$ cat src/rtl/fetch_sequencer_pkg.sv
// Shared definitions for the instruction fetch slice.
//   DEF_ADDR_W / DEF_INSTR_W / DEF_RESET_PC : default geometry and reset PC
//   fetch_state_t                           : sequencer state encoding
//   fetch_entry_t                           : one prefetch buffer entry {pc, instr}
package fetch_sequencer_pkg;

  localparam int unsigned DEF_ADDR_W   = 10;
  localparam int unsigned DEF_INSTR_W  = 16;
  localparam int unsigned DEF_RESET_PC = 0;

  typedef enum logic [1:0] {
    IDLE  = 2'd0,
    RUN   = 2'd1,
    DRAIN = 2'd2
  } fetch_state_t;

  typedef struct packed {
    logic [DEF_ADDR_W-1:0]  pc;
    logic [DEF_INSTR_W-1:0] instr;
  } fetch_entry_t;

endpackage

$ cat src/rtl/fetch_sequencer_if.sv
// Fetch-side bus bundle: instruction memory address/data plus the
// valid/ready handshake towards decode.
//   master : the fetch sequencer (drives imem_addr and the out_* payload)
//   slave  : memory + decode side (drives imem_rdata and out_ready)
interface fetch_sequencer_if
  import fetch_sequencer_pkg::*;
#(
  parameter int unsigned ADDR_W  = DEF_ADDR_W,
  parameter int unsigned INSTR_W = DEF_INSTR_W
);

  logic [ADDR_W-1:0]  imem_addr;
  logic [INSTR_W-1:0] imem_rdata;
  logic               out_valid;
  logic               out_ready;
  logic [INSTR_W-1:0] out_instr;
  logic [ADDR_W-1:0]  out_pc;

  modport master (
    output imem_addr,
    input  imem_rdata,
    output out_valid,
    input  out_ready,
    output out_instr,
    output out_pc
  );

  modport slave (
    input  imem_addr,
    output imem_rdata,
    input  out_valid,
    output out_ready,
    input  out_instr,
    input  out_pc
  );

endinterface

$ cat src/rtl/fetch_sequencer_fifo.sv
// fetch_fifo: parameterised synchronous FIFO holding prefetched entries.
//   clk, rst : clock, synchronous active-high reset
//   push     : write wdata (accepted when not full, or full with a pop)
//   pop      : drop the head entry (ignored when empty)
//   flush    : discard all entries, pointers back to zero
//   wdata    : entry to write
//   head     : head entry, all-zero while empty
//   count    : number of stored entries
module fetch_fifo
  import fetch_sequencer_pkg::*;
#(
  parameter int unsigned DEPTH = 2,
  parameter type         T     = fetch_entry_t
) (
  input  logic                       clk,
  input  logic                       rst,
  input  logic                       push,
  input  logic                       pop,
  input  logic                       flush,
  input  T                           wdata,
  output T                           head,
  output logic [$clog2(DEPTH+1)-1:0] count
);

  localparam int unsigned PTR_W = (DEPTH > 1) ? $clog2(DEPTH) : 1;
  localparam int unsigned CNT_W = $clog2(DEPTH + 1);

  T                   mem [DEPTH];
  logic [PTR_W-1:0]   rd_q;
  logic [PTR_W-1:0]   wr_q;
  logic [CNT_W-1:0]   count_q;
  logic               full;
  logic               empty;
  logic               do_push;
  logic               do_pop;

  assign full    = (count_q == CNT_W'(DEPTH));
  assign empty   = (count_q == '0);
  assign do_pop  = pop & ~empty;
  // A full FIFO still accepts a write when the head leaves in the same cycle.
  assign do_push = push & (~full | do_pop);

  // DEPTH is a power of two, so pointers wrap by natural overflow.
  always_ff @(posedge clk) begin
    if (rst || flush) begin
      rd_q    <= '0;
      wr_q    <= '0;
      count_q <= '0;
    end else begin
      if (do_push) wr_q <= wr_q + PTR_W'(1);
      if (do_pop)  rd_q <= rd_q + PTR_W'(1);
      if (do_push && !do_pop)      count_q <= count_q + CNT_W'(1);
      else if (!do_push && do_pop) count_q <= count_q - CNT_W'(1);
    end
  end

  // Storage needs no reset: nothing is visible while count is zero.
  always_ff @(posedge clk) begin
    if (do_push && !flush && !rst) mem[wr_q] <= wdata;
  end

  always_comb begin
    head = '0;
    if (!empty) head = mem[rd_q];
  end

  assign count = count_q;

endmodule

$ cat src/rtl/fetch_sequencer.sv
// fetch_sequencer: program counter sequencer plus prefetch buffer.
// Drives a combinational instruction memory and presents fetched
// instructions to decode over valid/ready.
//   clk, rst       : clock, synchronous active-high reset
//   start          : pulse, IDLE -> RUN (fetching resumes from current PC)
//   stop           : pulse, RUN -> DRAIN (decode empties the buffer)
//   bus            : imem_addr/imem_rdata and out_valid/out_ready/out_instr/out_pc
//   redirect_valid : taken branch/jump; flush buffer and load redirect_pc
//   redirect_pc    : new program counter
//   busy           : sequencer is not IDLE
module fetch_sequencer
  import fetch_sequencer_pkg::*;
#(
  parameter int unsigned ADDR_W   = DEF_ADDR_W,
  parameter int unsigned INSTR_W  = DEF_INSTR_W,
  parameter int unsigned DEPTH    = 2,
  parameter int unsigned RESET_PC = DEF_RESET_PC
) (
  input  logic              clk,
  input  logic              rst,
  input  logic              start,
  input  logic              stop,
  fetch_sequencer_if.master bus,
  input  logic              redirect_valid,
  input  logic [ADDR_W-1:0] redirect_pc,
  output logic              busy
);

  localparam int unsigned CNT_W = $clog2(DEPTH + 1);

  typedef struct packed {
    logic [ADDR_W-1:0]  pc;
    logic [INSTR_W-1:0] instr;
  } entry_t;

  fetch_state_t      state_q;
  fetch_state_t      state_d;
  logic [ADDR_W-1:0] pc_q;
  logic [ADDR_W-1:0] pc_d;
  logic [CNT_W-1:0]  fifo_count;
  logic              fifo_full;
  logic              fifo_empty;
  logic              pop;
  logic              push;
  entry_t            wr_entry;
  entry_t            head;

  assign fifo_empty = (fifo_count == '0);
  assign fifo_full  = (fifo_count == CNT_W'(DEPTH));

  assign pop  = ~fifo_empty & bus.out_ready;
  assign push = (state_q == RUN) & ~redirect_valid & (~fifo_full | pop);

  assign wr_entry = '{pc: pc_q, instr: bus.imem_rdata};

  fetch_fifo #(
    .DEPTH (DEPTH),
    .T     (entry_t)
  ) u_fifo (
    .clk   (clk),
    .rst   (rst),
    .push  (push),
    .pop   (pop),
    .flush (redirect_valid),
    .wdata (wr_entry),
    .head  (head),
    .count (fifo_count)
  );

  always_ff @(posedge clk) begin
    if (rst) begin
      state_q <= IDLE;
      pc_q    <= ADDR_W'(RESET_PC);
    end else begin
      state_q <= state_d;
      pc_q    <= pc_d;
    end
  end

  // PC wraps modulo 2^ADDR_W through natural overflow.
  always_comb begin
    pc_d = pc_q;
    if (redirect_valid)  pc_d = redirect_pc;
    else if (push)       pc_d = pc_q + ADDR_W'(1);
  end

  always_comb begin
    state_d = state_q;
    unique case (state_q)
      IDLE: begin
        // start wins over a coincident stop
        if (start) state_d = RUN;
      end
      RUN: begin
        if (stop) state_d = redirect_valid ? IDLE : DRAIN;
      end
      DRAIN: begin
        // An empty buffer cannot have a pop pending.
        if (redirect_valid || fifo_empty) state_d = IDLE;
      end
      default: state_d = IDLE;
    endcase
  end

  assign bus.imem_addr = pc_q;
  assign bus.out_valid = ~fifo_empty;
  assign bus.out_instr = head.instr;
  assign bus.out_pc    = head.pc;
  assign busy          = (state_q != IDLE);

endmodule

$ cat src/flat_wrapper.sv
// flat-port wrapper written by rule: the top's interface ports become plain ports
module fetch_sequencer_flat import fetch_sequencer_pkg::*;
#(
  parameter int unsigned ADDR_W   = DEF_ADDR_W,
  parameter int unsigned INSTR_W  = DEF_INSTR_W,
  parameter int unsigned DEPTH    = 2,
  parameter int unsigned RESET_PC = DEF_RESET_PC
)
  (clk, rst, start, stop, redirect_valid, redirect_pc, busy, bus_imem_addr, bus_imem_rdata, bus_out_valid, bus_out_ready, bus_out_instr, bus_out_pc);
  fetch_sequencer_if #(.ADDR_W(ADDR_W), .INSTR_W(INSTR_W)) bus_i ();
  input  logic clk;
  input  logic rst;
  input  logic start;
  input  logic stop;
  input  logic redirect_valid;
  input  logic [ADDR_W-1:0] redirect_pc;
  output logic busy;
  output wire logic [$bits(bus_i.imem_addr)-1:0] bus_imem_addr;
  input wire logic [$bits(bus_i.imem_rdata)-1:0] bus_imem_rdata;
  output wire logic [$bits(bus_i.out_valid)-1:0] bus_out_valid;
  input wire logic [$bits(bus_i.out_ready)-1:0] bus_out_ready;
  output wire logic [$bits(bus_i.out_instr)-1:0] bus_out_instr;
  output wire logic [$bits(bus_i.out_pc)-1:0] bus_out_pc;
  assign bus_imem_addr = bus_i.imem_addr;
  assign bus_i.imem_rdata = bus_imem_rdata;
  assign bus_out_valid = bus_i.out_valid;
  assign bus_i.out_ready = bus_out_ready;
  assign bus_out_instr = bus_i.out_instr;
  assign bus_out_pc = bus_i.out_pc;
  fetch_sequencer #(.ADDR_W(ADDR_W), .INSTR_W(INSTR_W), .DEPTH(DEPTH), .RESET_PC(RESET_PC)) u_core (.clk(clk), .rst(rst), .start(start), .stop(stop), .bus(bus_i), .redirect_valid(redirect_valid), .redirect_pc(redirect_pc), .busy(busy));
endmodule
$ cat config.mk
export PLATFORM = sky130hd
export DESIGN_NAME = fetch_sequencer_flat
export DESIGN_NICKNAME = d
export VERILOG_FILES = /design/src/rtl/fetch_sequencer_pkg.sv /design/src/rtl/fetch_sequencer_if.sv /design/src/rtl/fetch_sequencer_fifo.sv /design/src/rtl/fetch_sequencer.sv /design/src/flat_wrapper.sv
export SDC_FILE = /design/constraint.sdc
export NUM_CORES = 1
export LEC_CHECK = 0
export BUFFER_PORTS_ARGS = -buffer_cell sky130_fd_sc_hd__buf_2
export CAP_MARGIN = 20
export CORE_UTILIZATION = 45
export CTS_CLUSTER_DIAMETER = 50
export DETAILED_ROUTE_END_ITERATION = 16
export GPL_TIMING_DRIVEN = 0
export PLACE_DENSITY_LB_ADDON = 0.05
export SLEW_MARGIN = 40
export SYNTH_ARGS = -nofsm -noshare
export SYNTH_HDL_FRONTEND = slang
export SYNTH_SLANG_ARGS = --single-unit
$ cat constraint.sdc
create_clock -name clk -period 3.72 [get_ports clk]
set_input_delay 0.186 -clock clk [delete_from_list [all_inputs] [get_ports clk]]
set_output_delay 0.186 -clock clk [all_outputs]
set_load 0.03 [all_outputs]
======== After elaboration in Yosys (flattened, before gate mapping) ========
Memory sizes are Yosys's and may differ from the RTL's. A register that Yosys moved wholly into a read port is not among the register bits.
Index checks and enable logic that the tools add are counted.
operators by class
  add/sub/neg operators ................... 5
  equal/unequal tests ..................... 6
  mux-type cells .......................... 14
  bitwise operators ....................... 10
  reduce and logical (&&, ||, !) cells .... 16
operators with widths
  operator               count
  $mux 26                1
  $mux 10                2
  $mux 2                 6
  $add 10x1->10 const B  1
  $pmux 2 s3             1
  $reduce_bool 2->1      3
  $and 1x1->1            5
  $eq 2x2->1 const B     2
  $logic_and 1x1->1      4
  $logic_not 1->1        4
  $logic_not 2->1        2
  $mux 1                 4
  $ne 2x2->1 const B     2
  $not 1->1              3
  $reduce_and 3->1       1
  $add 1x1->1 const B    2
  $add 2x1->2 const B    1
  $eq 2x1->1 const B     1
  $logic_or 1x1->1       2
  $ne 2x1->1 const B     1
  $or 1x1->1             2
  $sub 2x1->2 const B    1
word-level totals
  flip-flop bits (word level) ............. 16
  RAM bits ................................ 52
  output and inout port bits .............. 38
  memories ................................ 1
memory list
  name               depth  width  read ports  clocked after Yosys merged registers in  wr ports  line                        text
  u_core.u_fifo.mem  2      26     1           1                                        1         fetch_sequencer_fifo.sv:28  T mem [DEPTH];

======== Logic depth before layout (Yosys ltp) ========
  word-level depth ........................ 10
  depth in mapped cells ................... 8

======== Hierarchy ========
From an unflattened synthesis, not the netlist that was laid out.
second synthesis, totals
  cell total of the unflattened synthesis .. 215
  area, all modules ....................... 2849.0 um^2
by module, submodules not included
  module           instances  cells each  area an instance (um^2)  sequential area each (um^2)
  fetch_fifo       1          134         2189.6                   1661.6
  fetch_sequencer  1          81          659.4                    240.2

======== Least setup slack after synthesis ========
OpenSTA, ideal clock, no wires.
  kind .................................... register -> register
  start ................................... reg u_core.state_q[0]
  end ..................................... mem u_core.u_fifo.mem[0][0] (netlist bit) (enable)
  data arrival time ....................... 2.614 ns
  data required time ...................... 3.278 ns
  slack ................................... 0.665 ns
  stages on the path, launching flop included .. 4
  clock period less this slack ............ 3.055 ns
  cells stage by stage .................... dfxtp_1 > nor2b_1 > nand2_1 > nor3_1
on the way
  cells in the longest elaborated chain, start to end .. 8
ends and longest elaborated chain
  what                             line                        text
  from (decl)                      fetch_sequencer.sv:36       fetch_state_t state_q;
  from (signal assigned)           fetch_sequencer.sv:75       state_q <= state_d;
  $eq 2x1->1                       fetch_sequencer.sv:52       assign push = (state_q == RUN) & ~redirect_valid & (~fifo_full | pop);
  $and 1x1->1 (2 in series)        fetch_sequencer.sv:52
  $and 1x1->1                      fetch_sequencer_fifo.sv:41  assign do_push = push & (~full | do_pop);
  $logic_and 1x1->1 (2 in series)  fetch_sequencer_fifo.sv:59  if (do_push && !flush && !rst) mem[wr_q] <= wdata;
  $mux 1                           fetch_sequencer_fifo.sv:59
  $mux 1 (not written as such)     fetch_sequencer_fifo.sv:59
  to (decl)                        fetch_sequencer_fifo.sv:28
Every way passes these cells.

======== Final worst setup path ========
  start ................................... reg u_core.u_fifo.count_q[0] (netlist: u_core.u_fifo.count[0])
  end ..................................... out bus_out_pc[0]
on the way
  cells in the longest elaborated chain, start to end .. 2
ends and longest elaborated chain
  what                    line                        text
  from (decl)             fetch_sequencer_fifo.sv:31  logic [CNT_W-1:0] count_q;
  from (signal assigned)  fetch_sequencer_fifo.sv:52  if (do_push && !do_pop) count_q <= count_q + CNT_W'(1);
  from (signal assigned)  fetch_sequencer_fifo.sv:53  else if (!do_push && do_pop) count_q <= count_q - CNT_W'(1);
  $logic_not 2->1         fetch_sequencer_fifo.sv:38  assign empty = (count_q == '0);
  $mux 26                 fetch_sequencer_fifo.sv:64  if (!empty) head = mem[rd_q];
  to (decl)               flat_wrapper.sv:23          output wire logic [$bits(bus_i.out_pc)-1:0] bus_out_pc;
Every way passes these cells.

==> impl_results.md <==
- Logic pwr share: 0.097
- CTS tree: yes
- CTS buffer count: 9
- Initial antenna violation count: 0
- Metal2 WL: 2770 um
- Nets: 349
- Critical path startpoint category: flop
- DRC viols: 0
- Async set or reset register ratio after synthesis: 0
- Outcome: finished, final reports clean
- Internal Pwr Total: ~1.3 mW
- Power Density: 462 nW/um^2
- Sequential share of power: 0.516
- Final Hold Viols: 0
- HPWL Detailed: between 4000 and 5000 um
- Clock power frac: 0.387
- DR WL met3: approximately 300 um
- Worst setup EP type: output port
- Clk Latency, worst-skew pair: 0.33 ns
- FF+latch count, synth: 69
- Die area: 6810 sq um
- Fin crit share: 0.620
- R2r setup slk: 1.65 ns
- Sw Ratio: 0.228
- WL met1: 2520 um
- Grt total ovfl: 0
- Fill cells: 532
- Routed Antenna Nets: 0
- Syn Area/Cell: about 13 sq um
- Final min period: ~2.3 ns
- Area grow syn2layout: 24.9%
- Max Fclk: 433 MHz
- Clock transition at path regs: roughly 0.07 ns
- Ys Warns: 0
- Router iterations before antenna repair: 4
- Largest net degree at the start of global routing: 13
- Most frequent cells in the layout: buf_2, edfxtp_1, nor2_1
- Initial core utilization: 0.479
- FF/Latch Area: 1900 sq um
- Layout cell share with drive strength beyond 1: 0.322
- Area of the multi-input gates: about 940 sq um
- Pin slew with the least headroom to its limit: 0.749 ns
- Max VDD drop: 0.285 mV
- Die H: 82.5 um
- PnR worst setup slack: 1.41 ns
- Clk sink count: 69
- Number of global-route vias before repair: 1869
- GPL Wtd Cong: 0.746
- Max cap viols: 0
- Post-synth EDFFs: 52
- Detailed Route WL: 5680 um
- Sw Pwr: approximately 0.38 mW
- Crit-path max FO: 10
- Deepest clock path buffer count: 2
- H-tree Lvls: 3
- WHS Path Cells: 1
- Global-route usage over all layers: 0.178
- Routed len/inst: roughly 14 um
- Slew HR: 0.499
- # IOs: 70
- FP Rows: 28
- Post-Synthesis Cells: 227
- Placeable core region: about 6100 sq um
- Syn Std Cell Area: a little under 3000 sq um
- Width of the chip: 82.5 um
- Syn nets: between 200 and 300
- # port buffers: 69
- Final Util: 0.598
- Top Layer Used: met4
- RSZ-0062 raised after global routing: false
- Post-synthesis sequential area ratio: 0.652
- Data arrival, critical path: 2.12 ns
- Setup TNS: 0 ns
- Root buffer cell: clkbuf_8
- Setup CP Type: flop to output port
- Vias/cell: approximately 5.3
- CTS resizes: 0
- Pre-CTS WS: 1.64 ns
- Final setup viols: 0
- Vias: 2085
- Antenna cells: 0
- Setup repair bufs after CTS: 0
- Ys flop type: edfxtp_1
- Cts hold-fix bufs: 0
- Min-Delay Path Class: primary input to flop
- Fin. max-slew vios: 0
- First-pass GRT wire length: 8660 um
- Leak: 1.39 nW
- Cell variety after synth: 34
- Fin Clk Skew: 0.00984 ns
- Critical Path RT: 3.53 ns
- Most common cell after layout, fill and taps aside: buf_2
- R2R cell count: 7
- Iter 0 DRT Violations: 57
-- power by group through the flow --
stage	sequential [mW]	clock (mW)	combinational, mW
2_1_floorplan	0.894	0	0.0915
3_3_place_gp	0.885	0	0.160
3_5_place_dp	0.884	0	0.165
4_1_cts	0.867	0.666	0.165
5_1_grt	0.870	0.698	0.180
6_report	0.868	0.652	0.164
-- worst max-delay path, stage by stage, from the launching register on --
cell,delay (ns)
dfxtp_1,0.29
buf_2,0.15
nor2_1,0.59
clkbuf_1,0.44
nor2_1,0.12
buf_2,0.20
-- registers in the layout, summed over array words and instances, names as in the netlist, named ones only --
name / cells
u_core.bus.imem_addr: 10
u_core.u_fifo.mem: 52
u_core.u_fifo.rd_q: 1
u_core.u_fifo.count: 2
u_core.u_fifo.wr_q: 1
u_core.state_q: 2
-- through the flow --
step                hold WS (ns)  power (mW)  instances  instance area [sq um]
global placement           0.373        1.04        371                   3360
floorplan                  0.285       0.985        227                   2920
CTS                       0.0235        1.70        395                   3650
finish                    0.0346        1.68        395                   3650
detailed placement         0.377        1.05        379                   3430
global route              0.0250        1.75        395                   3650
-- Yosys cell counts (all sizes together) (2+ instances only) --
| master | n | area, sq um |
|---|---|---|
| edfxtp | 52 | 1560 |
| nor2 | 43 | 161 |
| mux2i | 27 | 270 |
| dfxtp | 17 | 340 |
| clkbuf | 7 | 26.3 |
| inv | 7 | 26.3 |
| a311oi | 5 | 43.8 |
| buf | 5 | 33.8 |
| nor4 | 5 | 31.3 |
| o21ai | 5 | 25.0 |
| a21oi | 4 | 20.0 |
| nand4 | 4 | 25.0 |
| nor2b | 4 | 25.0 |
| a2111oi | 3 | 30.0 |
| nand2 | 3 | 11.3 |
| nand3 | 3 | 15.0 |
| nor3 | 3 | 15.0 |
| o31ai | 3 | 22.5 |
| o41a | 3 | 33.8 |
| or3 | 3 | 18.8 |
| or4 | 3 | 22.5 |
| xor2 | 3 | 26.3 |
| ha | 2 | 25.0 |
| nand2b | 2 | 12.5 |
| nand3b | 2 | 15.0 |
| o31a | 2 | 17.5 |
| or2 | 2 | 12.5 |
-- path summary, 6_finish.rpt --
check	from	endpoint
hold reg to reg	u_core.u_fifo.wr_q	u_core.u_fifo.wr_q
setup reg to reg	u_core.u_fifo.count[0]	u_core.u_fifo.count[1]
hold / removal	bus_imem_rdata[14]	u_core.u_fifo.mem[1][14]
setup / recovery	u_core.u_fifo.count[0]	bus_out_pc[0]
-- layer usage --
layer / global-route usage / up-vias
met5: 0 / -
met4: 0.0724 / 0
met3: 0.0429 / 10
met2: 0.286 / 62
met1: 0.233 / 980
li1: - / 1033
-- cell type report --
cell class | instances | share of cell area
buffer | 12 | 0.0165
multi-input combinational | 139 | 0.258
timing repair buffer | 77 | 0.111
inverter | 7 | 0.00721
clock inverter | 4 | 0.0199
tap | 75 | 0.0257
sequential | 69 | 0.522
clock buffer | 12 | 0.0398
-- kinds of logic after synthesis --
kind of cell             share of synthesized area
buffers and inverters                       0.0296
AO/OA/AOI/OAI                               0.0712
adder cells (fa/ha/maj)                    0.00857
XOR/XNOR                                   0.00900
flip-flops                                   0.652
multiplexers                                0.0926
AND/OR/NAND/NOR                              0.138
(Power assumes the default switching activity.)
